File: src/rtl/mdd_pkg.sv
// mdd_pkg
//  Shared encodings for the multi-cycle arithmetic unit.
//  - op_e   : operation codes as presented on the op port
//  - state_e: sequencer states of mdd_seq_unit
package mdd_pkg;

  typedef enum logic [1:0] {
    OP_ADD = 2'd0,
    OP_SUB = 2'd1,
    OP_MUL = 2'd2,
    OP_DIV = 2'd3
  } op_e;

  typedef enum logic [1:0] {
    S_IDLE = 2'd0,
    S_RUN  = 2'd1,
    S_DONE = 2'd2
  } state_e;

endpackage

File: src/rtl/mdd_iter_core.sv
// mdd_iter_core
//  Iteration datapath shared by MUL (shift-add) and DIV (restoring).
//  Holds the 2*WIDTH shift register {upper, lower} and one WIDTH+1 bit
//  adder/subtractor. load seeds the register with {0, a}; each step performs
//  one MUL or DIV iteration. acc_next is the value the register takes on the
//  next step, so the caller can capture the final result on the last step.
// Ports
//  clk      in   1        clock, rising edge
//  rst_n    in   1        synchronous reset, active-low
//  load     in   1        seed register with {0, a_in}
//  step     in   1        perform one iteration
//  is_div   in   1        1 = restoring divide step, 0 = shift-add multiply step
//  a_in     in   WIDTH    multiplier / dividend (used on load)
//  b_in     in   WIDTH    multiplicand / divisor (held stable while stepping)
//  acc_next out  2*WIDTH  register value after the current step
module mdd_iter_core #(
  parameter int WIDTH = 6
) (
  input  logic               clk,
  input  logic               rst_n,
  input  logic               load,
  input  logic               step,
  input  logic               is_div,
  input  logic [WIDTH-1:0]   a_in,
  input  logic [WIDTH-1:0]   b_in,
  output logic [2*WIDTH-1:0] acc_next
);

  logic [2*WIDTH-1:0] acc_q, acc_d;
  logic [WIDTH:0]     rem_sh;
  logic [WIDTH:0]     lhs, addend;
  logic [WIDTH+1:0]   as_full;
  logic               ge;
  logic [WIDTH-1:0]   rem_new;

  // DIV shifts the next dividend bit into the partial remainder before comparing.
  assign rem_sh = {acc_q[2*WIDTH-1:WIDTH], acc_q[WIDTH-1]};

  // One adder serves both ops: MUL adds b (or 0) to the upper half,
  // DIV computes rem_sh - b as rem_sh + ~b + 1, whose carry-out means rem_sh >= b.
  assign lhs     = is_div ? rem_sh : {1'b0, acc_q[2*WIDTH-1:WIDTH]};
  assign addend  = is_div ? ~{1'b0, b_in}
                          : (acc_q[0] ? {1'b0, b_in} : '0);
  assign as_full = {1'b0, lhs} + {1'b0, addend} + {{(WIDTH+1){1'b0}}, is_div};
  assign ge      = as_full[WIDTH+1];
  assign rem_new = ge ? as_full[WIDTH-1:0] : rem_sh[WIDTH-1:0];

  always_comb begin
    if (is_div) begin
      acc_next = {rem_new, acc_q[WIDTH-2:0], ge};
    end else begin
      acc_next = {as_full[WIDTH:0], acc_q[WIDTH-1:1]};
    end
  end

  always_comb begin
    acc_d = acc_q;
    if (load) begin
      acc_d = {{WIDTH{1'b0}}, a_in};
    end else if (step) begin
      acc_d = acc_next;
    end
  end

  always_ff @(posedge clk) begin
    if (!rst_n) begin
      acc_q <= '0;
    end else begin
      acc_q <= acc_d;
    end
  end

endmodule

File: src/rtl/mdd_seq_unit.sv
// mdd_seq_unit
//  Multi-cycle unsigned ADD/SUB/MUL/DIV with a start/done handshake.
//  ADD, SUB and divide-by-zero complete in one cycle; MUL and DIV iterate
//  one bit per clock in mdd_iter_core and complete after WIDTH+1 cycles.
// Ports
//  clk     in   1      clock, rising edge
//  rst_n   in   1      synchronous reset, active-low
//  start   in   1      request, sampled only in IDLE
//  op      in   2      0=ADD 1=SUB 2=MUL 3=DIV, sampled with start
//  a, b    in   WIDTH  unsigned operands, sampled with start
//  busy    out  1      high in RUN and DONE
//  done    out  1      one-cycle completion pulse
//  result  out  WIDTH  sum/difference, MUL low half, DIV quotient
//  hi      out  WIDTH  carry/borrow in bit0, MUL high half, DIV remainder
//  dz      out  1      divide-by-zero, valid with done
module mdd_seq_unit
  import mdd_pkg::*;
#(
  parameter int WIDTH = 6,
  parameter int CNT_W = 3
) (
  input  logic             clk,
  input  logic             rst_n,
  input  logic             start,
  input  logic [1:0]       op,
  input  logic [WIDTH-1:0] a,
  input  logic [WIDTH-1:0] b,
  output logic             busy,
  output logic             done,
  output logic [WIDTH-1:0] result,
  output logic [WIDTH-1:0] hi,
  output logic             dz
);

  state_e             state_q, state_d;
  logic [CNT_W-1:0]   cnt_q, cnt_d;
  op_e                op_q, op_d;
  logic [WIDTH-1:0]   b_q, b_d;
  logic [WIDTH-1:0]   result_q, result_d;
  logic [WIDTH-1:0]   hi_q, hi_d;
  logic               dz_q, dz_d;

  logic               core_load, core_step;
  logic [2*WIDTH-1:0] core_acc_next;
  logic [WIDTH:0]     add_sum, sub_diff;

  assign add_sum  = {1'b0, a} + {1'b0, b};
  // Bit WIDTH of the extended difference is the borrow, i.e. a < b.
  assign sub_diff = {1'b0, a} - {1'b0, b};

  mdd_iter_core #(.WIDTH(WIDTH)) u_core (
    .clk      (clk),
    .rst_n    (rst_n),
    .load     (core_load),
    .step     (core_step),
    .is_div   (op_q == OP_DIV),
    .a_in     (a),
    .b_in     (b_q),
    .acc_next (core_acc_next)
  );

  always_comb begin
    state_d   = state_q;
    cnt_d     = cnt_q;
    op_d      = op_q;
    b_d       = b_q;
    result_d  = result_q;
    hi_d      = hi_q;
    dz_d      = dz_q;
    core_load = 1'b0;
    core_step = 1'b0;
    case (state_q)
      S_IDLE: begin
        if (start) begin
          op_d = op_e'(op);
          b_d  = b;
          case (op_e'(op))
            OP_ADD: begin
              result_d = add_sum[WIDTH-1:0];
              hi_d     = {{(WIDTH-1){1'b0}}, add_sum[WIDTH]};
              dz_d     = 1'b0;
              state_d  = S_DONE;
            end
            OP_SUB: begin
              result_d = sub_diff[WIDTH-1:0];
              hi_d     = {{(WIDTH-1){1'b0}}, sub_diff[WIDTH]};
              dz_d     = 1'b0;
              state_d  = S_DONE;
            end
            default: begin
              if (op_e'(op) == OP_DIV && b == '0) begin
                result_d = '1;
                hi_d     = a;
                dz_d     = 1'b1;
                state_d  = S_DONE;
              end else begin
                core_load = 1'b1;
                cnt_d     = '0;
                state_d   = S_RUN;
              end
            end
          endcase
        end
      end
      S_RUN: begin
        core_step = 1'b1;
        cnt_d     = cnt_q + 1'b1;
        // The last of WIDTH iterations: capture the core's final value directly.
        if (cnt_q == CNT_W'(WIDTH-1)) begin
          {hi_d, result_d} = core_acc_next;
          dz_d             = 1'b0;
          state_d          = S_DONE;
        end
      end
      S_DONE: begin
        state_d = S_IDLE;
      end
      default: begin
        state_d = S_IDLE;
      end
    endcase
  end

  always_ff @(posedge clk) begin
    if (!rst_n) begin
      state_q  <= S_IDLE;
      cnt_q    <= '0;
      op_q     <= OP_ADD;
      b_q      <= '0;
      result_q <= '0;
      hi_q     <= '0;
      dz_q     <= 1'b0;
    end else begin
      state_q  <= state_d;
      cnt_q    <= cnt_d;
      op_q     <= op_d;
      b_q      <= b_d;
      result_q <= result_d;
      hi_q     <= hi_d;
      dz_q     <= dz_d;
    end
  end

  assign busy   = (state_q != S_IDLE);
  assign done   = (state_q == S_DONE);
  assign result = result_q;
  assign hi     = hi_q;
  assign dz     = dz_q;

endmodule

File: config.mk
export PLATFORM = sky130hd
export DESIGN_NAME = mdd_seq_unit
export DESIGN_NICKNAME = d
export VERILOG_FILES = /design/src/rtl/mdd_pkg.sv /design/src/rtl/mdd_iter_core.sv /design/src/rtl/mdd_seq_unit.sv
export SDC_FILE = /design/constraint.sdc
export NUM_CORES = 1
export LEC_CHECK = 0
export ABC_AREA = 1
export ABC_CLOCK_PERIOD_IN_PS = 3420
export CORE_ASPECT_RATIO = 0.7
export CORE_MARGIN = 1
export CORE_UTILIZATION = 55
export CTS_BUF_LIST = sky130_fd_sc_hd__clkbuf_4 sky130_fd_sc_hd__clkbuf_8
export CTS_CLUSTER_DIAMETER = 200
export DETAILED_ROUTE_END_ITERATION = 8
export DONT_BUFFER_PORTS = 1
export PLACE_DENSITY = 0.67
export SLEW_MARGIN = 10
export SYNTH_ARGS = -nofsm -noshare
export SYNTH_HDL_FRONTEND = slang
export SYNTH_SLANG_ARGS = --single-unit
File: constraint.sdc
create_clock -name clk -period 3.42 [get_ports clk]
set_clock_uncertainty 0.05 [all_clocks]
set_input_delay 0.513 -clock clk [delete_from_list [all_inputs] [get_ports clk]]
set_output_delay 0.513 -clock clk [all_outputs]
set_load 0.01 [all_outputs]
==> metrics, run 1 <==
max_cap viols=0; Die ar.=5330 um^2; area of the multi-input gates=1720 um^2; maximum net fanout on the critical path=18; post-layout min period=2.84 ns; Mapped Nets=475; placed wire-length estimate=5800 um; largest family of logic cells by synthesized area=simple AND/OR/NAND/NOR gates; most used cell, CP=nand2_1; Post-route DRC=0; layout filler cell count=497; post-CTS setup repair buffer count=0; largest cells by area after synthesis=dfxtp_1 (27%), nand2_1 (16%), a21oi_1 (9.8%), ha_1 (9.0%), inv_1 (7.3%); Max clock buf depth=2; Internal=0.799 mW; period utilisation layout=83.0%; post-synthesis adder-cell area fraction=11.2%; Core ar.=4810 um^2; fin worst setup slack=0.581 ns; PortBufs=0; CTS sink count=38; CP Launch Type=register; cell taking the most area after synthesis=dfxtp_1; Remaining Overflow, GRT=0; Setup Slack @ Placement=0.598 ns; post-synthesis compound-gate area fraction=18.8%; Slew Limit Fails=0; Seq/Total Area, Yosys=27.4%; Vias=2732; CTS H-tree lvls=2; worst hold margin=0.291 ns; switch share=31.4%; unrepaired setup endpoints after global routing=false; fraction of registers with async set/reset=0%; Fmax=352 MHz; area share of the largest cell type after synthesis=27.4%; Worst slew margin=63.0%; final-report setup violation count=0; Antenna Violating Nets Remaining=0; crit-path max cell delay=0.41 ns; Post-Synth XOR/XNOR Area=2.21%; FF+latch area=761 um^2; FP Rows=21; Worst Min Path Start=rst_n; largest net degree at the start of global routing=26; number of flops mapped to enable cells by yosys=0; clock power share=33.9%; Reg power frac=44.5%; Via density=5.49; pwr/cell area=399 nW/um^2; Worst Path Required=3.55 ns; leakage=1.43 nW; total CTS buffers=5; CP top delay family=simple AND/OR/NAND/NOR gates; Worst Max-Slew Pin Slew=0.555 ns; Pre-Repair DR Iteration Count=5; initial DRC count=290; Die W=86.8 um; total power draw=1.16 mW; Syn. warnings=0; vias in the first global route=2324; Root Driver=clkbuf_8; first-pass GRT wire length=11600 um; cells after synthesis=435; Post-Synth Simple-Gate Area=29.8%; reg2reg start=op_q[1]; routability congestion estimate=0.940; VDD IR-drop max=0.000254 V; Crit. Startpoint=op_q[1]; Syn Area/Cell=6.37 um^2; post-CTS sizing=0; post-synthesis mux area share=0%; drt total wl=7510 um; CTS tree=yes; Sw Pwr=0.365 mW; #FFs+latches synth=38; Clock Latency Late Sink=0.29 ns; fin nets=469; Crit path arrival time=2.97 ns; Final TNS setup=0 ns; Post-Syn Area=2770 um^2; clock-pin slew on the worst setup and hold paths=0.08 ns; initial core utilization=57.6%; Comb pwr share=21.6%; synth unique cells=28; CP endpoint kind=register; gr usage total=29.6%; share of layout cells above drive strength 1=6.06%; Ant. Diodes=0; CTS Hold Bufs=0; P&R area growth vs syn=5.19%; DR WL/cell=15.1 um; Post-synth top flop=dfxtp_1; final hold violation count=0; status=finished clean; CP bufs+invs=0; crit path max-delay cell type=fa_1; IO Count=32; Core Util, Final=60.6%; Die H=61.4 um; initial antenna violation count=0; CP Cell Sequence=nand2_1 > nand3_1 > o21ai_0 > ha_1 > nand3_1 > nand2_1 > fa_1 > nand3_1 > nand2_1 > or2_2 > nand2_1 > nand2_1 > nand2_1 > nand2_1 > nand2_1 > a21oi_1; Hold WC Path Type=primary input to register; Crit Path Category=register to register
[power groups by stage]
stage / logic, mW / registers [mW] / clock network (mW)
finish: 0.251 / 0.519 / 0.395
global route: 0.287 / 0.524 / 0.422
CTS: 0.248 / 0.519 / 0.405
detailed placement: 0.246 / 0.528 / 0
global placement: 0.245 / 0.528 / 0
floorplan: 0.205 / 0.519 / 0
[cell usage in the layout, fill, tap and decap left out, drive strengths merged]
cell / Yosys / routed
a211oi: 3 / 3
inv: 59 / 59
fa: 3 / 3
o22ai: 2 / 2
a21oi: 55 / 55
nor2: 28 / 28
nand3: 32 / 32
buf: 6 / 2
bufinv: 0 / 1
nand3b: 1 / 1
or2: 2 / 2
ha: 20 / 20
nor3: 2 / 2
clkbuf: 9 / 6
o21ai: 33 / 33
o21bai: 2 / 2
dfxtp: 38 / 38
xor2: 7 / 7
nand4: 8 / 8
a31oi: 3 / 3
nand2: 122 / 122
[cell type report]
type,instances,share of cell area [%]
flip-flops and latches,38,26.1
repair buffers,2,0.515
clock inverters,1,1.03
multi-input cells,323,59.0
clock buffers,6,2.83
well taps,69,2.96
inverters,59,7.60
[metrics by stage]
stage                     area [um^2]  std cells
final                            2920        498
after global routing             2920        498
after CTS                        2920        498
after detailed placement         2800        491
after global placement           2800        491
after floorplan                  2770        435
[per-layer routing]
layer	vias to the layer above	track usage [%]	part of all wire, %
li1	1401	-	-
met1	1194	46.0	51
met2	126	40.0	38
met3	11	6.70	10
met4	0	8.10	1.5
met5	-	0	0
[final timing paths]
path	end	slack, ns	cells past startpoint
max	hi[4]	0.58	16
min	hi[4]	0.29	2
max reg2reg	hi[4]	0.58	16
min reg2reg	u_core.acc_q[11]	0.42	2
[synth_stat cells, types with 7 or more instances]
library cell and n:
a21oi_1 54, nor2_1 26, inv_1 54, o21ai_0 32
dfxtp_1 38, clkbuf_1 9, ha_1 20, nand3_1 32
nand4_1 8, nand2_1 117, xor2_1 7
[logic make-up after synthesis]
family / count (synthesis)
AO/OA/AOI/OAI: 98
XOR/XNOR: 7
adder cells (fa/ha/maj): 23
buffers and inverters: 74
flip-flops: 38
AND/OR/NAND/NOR: 195
[registers in the layout, indices dropped and copies added, names as in the netlist]
register / flops
b_q: 6
dz: 1
u_core.acc_q: 12
op_q: 2
cnt_q: 3
state_q: 2
hi: 6
result: 6
Power figures use the tool's default switching activity.
==> run 2, diff against run 1 <==
--- a/config.mk
+++ b/config.mk
@@ -6,7 +6,7 @@
 export NUM_CORES = 1
 export LEC_CHECK = 0
 export ABC_AREA = 1
-export ABC_CLOCK_PERIOD_IN_PS = 3420
+export ABC_CLOCK_PERIOD_IN_PS = 2900
 export CORE_ASPECT_RATIO = 0.7
 export CORE_MARGIN = 1
 export CORE_UTILIZATION = 55
==> constraint.sdc (replaced) <==
create_clock -name clk -period 2.9 [get_ports clk]
set_clock_uncertainty 0.05 [all_clocks]
set_input_delay 0.435 -clock clk [delete_from_list [all_inputs] [get_ports clk]]
set_output_delay 0.435 -clock clk [all_outputs]
set_load 0.01 [all_outputs]
==> metrics, run 2 (synthesis gave the netlist of run 1 again) <==
worst hold margin=0.225 ns; Worst slew margin=63.7%; share of layout cells above drive strength 1=6.50%; total power draw=1.25 mW; Hold WC Path Type=primary input to register; Core Util, Final=60.2%; max_cap viols=0; post-CTS setup repair buffer count=0; worst r2r dst=hi[4]; Vias=2799; most frequent cells in the layout=nand2_1 (117), inv_1 (54), a21oi_1 (54); Max clock buf depth=2; Die H=61.4 um; placed wire-length estimate=5680 um; maximum net fanout on the critical path=9; Crit path arrival time=2.74 ns; Worst Max-Slew Pin Slew=0.544 ns; CTS sink count=38; post-layout min period=2.62 ns; Hold Crit Depth=2; GRT Max-Usage Layer=met1; Fmax=382 MHz; initial DRC count=241; GR Util met2=40.7%; max reg flops=12; FP Rows=21; met3 Track Usage GR=7.10%; cell area after layout=2900 um^2; Ant. Diodes=0; CP endpoint kind=register; drt total wl=7340 um; most flop-heavy register=u_core.acc_q; most used cell, CP=nand2_1; Crit Path Category=register to register; setup slack, reg-to-reg=0.28 ns; CTS tree=yes; reg2reg start=op_q[1]; Core ar.=4810 um^2; PortBufs=0; CP Launch Type=register; Die W=86.8 um; crit path max-delay cell type=fa_1; initial core utilization=57.6%; Post-route DRC=0; Final TNS setup=0 ns; VDD IR-drop max=0.000322 V; CTS H-tree lvls=2; Via density=5.60; leakage=1.43 nW; post-CTS sizing=0; Die ar.=5330 um^2; Root Driver=clkbuf_8; CP top delay family=simple AND/OR/NAND/NOR gates; IO Count=32; final-report setup violation count=0; met1 Use GR=45.0%; CP Cell Sequence=nand2_1 > nand3_1 > o21ai_0 > ha_1 > nand3_1 > nand2_1 > fa_1 > nand3_1 > nand2_1 > or2_2 > nand2_1 > nand2_1 > nand2_1 > nand2_1 > nand2_1 > a21oi_1; initial antenna violation count=0; total CTS buffers=5; Pre-Repair DR Iteration Count=5; unrepaired setup endpoints after global routing=false; Clock Latency Late Sink=0.28 ns; CP bufs+invs=0; largest net degree at the start of global routing=26; routability congestion estimate=0.882; pwr/cell area=430 nW/um^2; first-pass GRT wire length=11600 um; status=finished clean; Worst Path Required=3.02 ns; hold endpoint=result[4]; Worst Min Path Start=rst_n; fin nets=471; period utilisation layout=90.3%; DR WL/cell=14.7 um; crit-path max cell delay=0.41 ns; CTS Hold Bufs=0; clock-pin slew on the worst setup and hold paths=0.07 ns; Remaining Overflow, GRT=0; vias in the first global route=2343; Antenna Violating Nets Remaining=0; P&R area growth vs syn=4.51%; placed cell area=2820 um^2; final hold violation count=0; leading cell type in the layout, fill and taps excluded=nand2_1; R2R cell count=16; gr usage total=29.2%; Slew Limit Fails=0
run 2: how the worst max path moves through the flow:
stage / from / endpoint / slack, ns / cells after the start
3_5_place_dp: op_q[0] / hi[4] / 0.28 / 16
2_1_floorplan: op_q[0] / hi[4] / 0.06 / 17
4_1_cts: op_q[0] / hi[4] / 0.29 / 16
6_report: op_q[1] / hi[4] / 0.28 / 16
3_3_place_gp: op_q[1] / u_core.acc_q[0] / 0.36 / 13
5_1_grt: op_q[1] / hi[5] / 0.009 / 16
run 2: metrics by stage:
| stage | setup slack [ns] | instances |
|---|---|---|
| after global placement | 0.363 | 493 |
| after global routing | 0.00898 | 500 |
| after detailed placement | 0.278 | 493 |
| after floorplan | 0.0580 | 435 |
| after CTS | 0.288 | 500 |
| final | 0.283 | 500 |
run 2: cell type report:
cell class              count  area [um^2]
multi-input cells         323         1720
clock buffers               5         68.8
clock inverters             2         10.0
flip-flops and latches     38          761
fillers                   506         1910
well taps                  69         86.3
inverters                  59          221
repair buffers              4         30.0
run 2: layer usage:
layer | vias up | part of all wire (%)
met2 | 104 | 39
met3 | 9 | 9.7
met4 | 0 | 0.95
met5 | - | 0
met1 | 1276 | 50
li1 | 1410 | -
run 2: where the power goes:
part	switching (mW)	internal, mW	leakage (nW)
clock	0.177	0.161	0.0438
sequential	0.0433	0.567	0.312
combinational	0.197	0.100	1.07
total	0.416	0.829	1.43
==> run 3, diff against run 2 <==
--- a/config.mk
+++ b/config.mk
@@ -15,6 +15,7 @@
 export DETAILED_ROUTE_END_ITERATION = 8
 export DONT_BUFFER_PORTS = 1
 export PLACE_DENSITY = 0.67
+export RECOVER_POWER = 25
 export SLEW_MARGIN = 10
 export SYNTH_ARGS = -nofsm -noshare
 export SYNTH_HDL_FRONTEND = slang
==> results of run 3 <==
Final layout, timing and power as in run 2 (identical DEF).
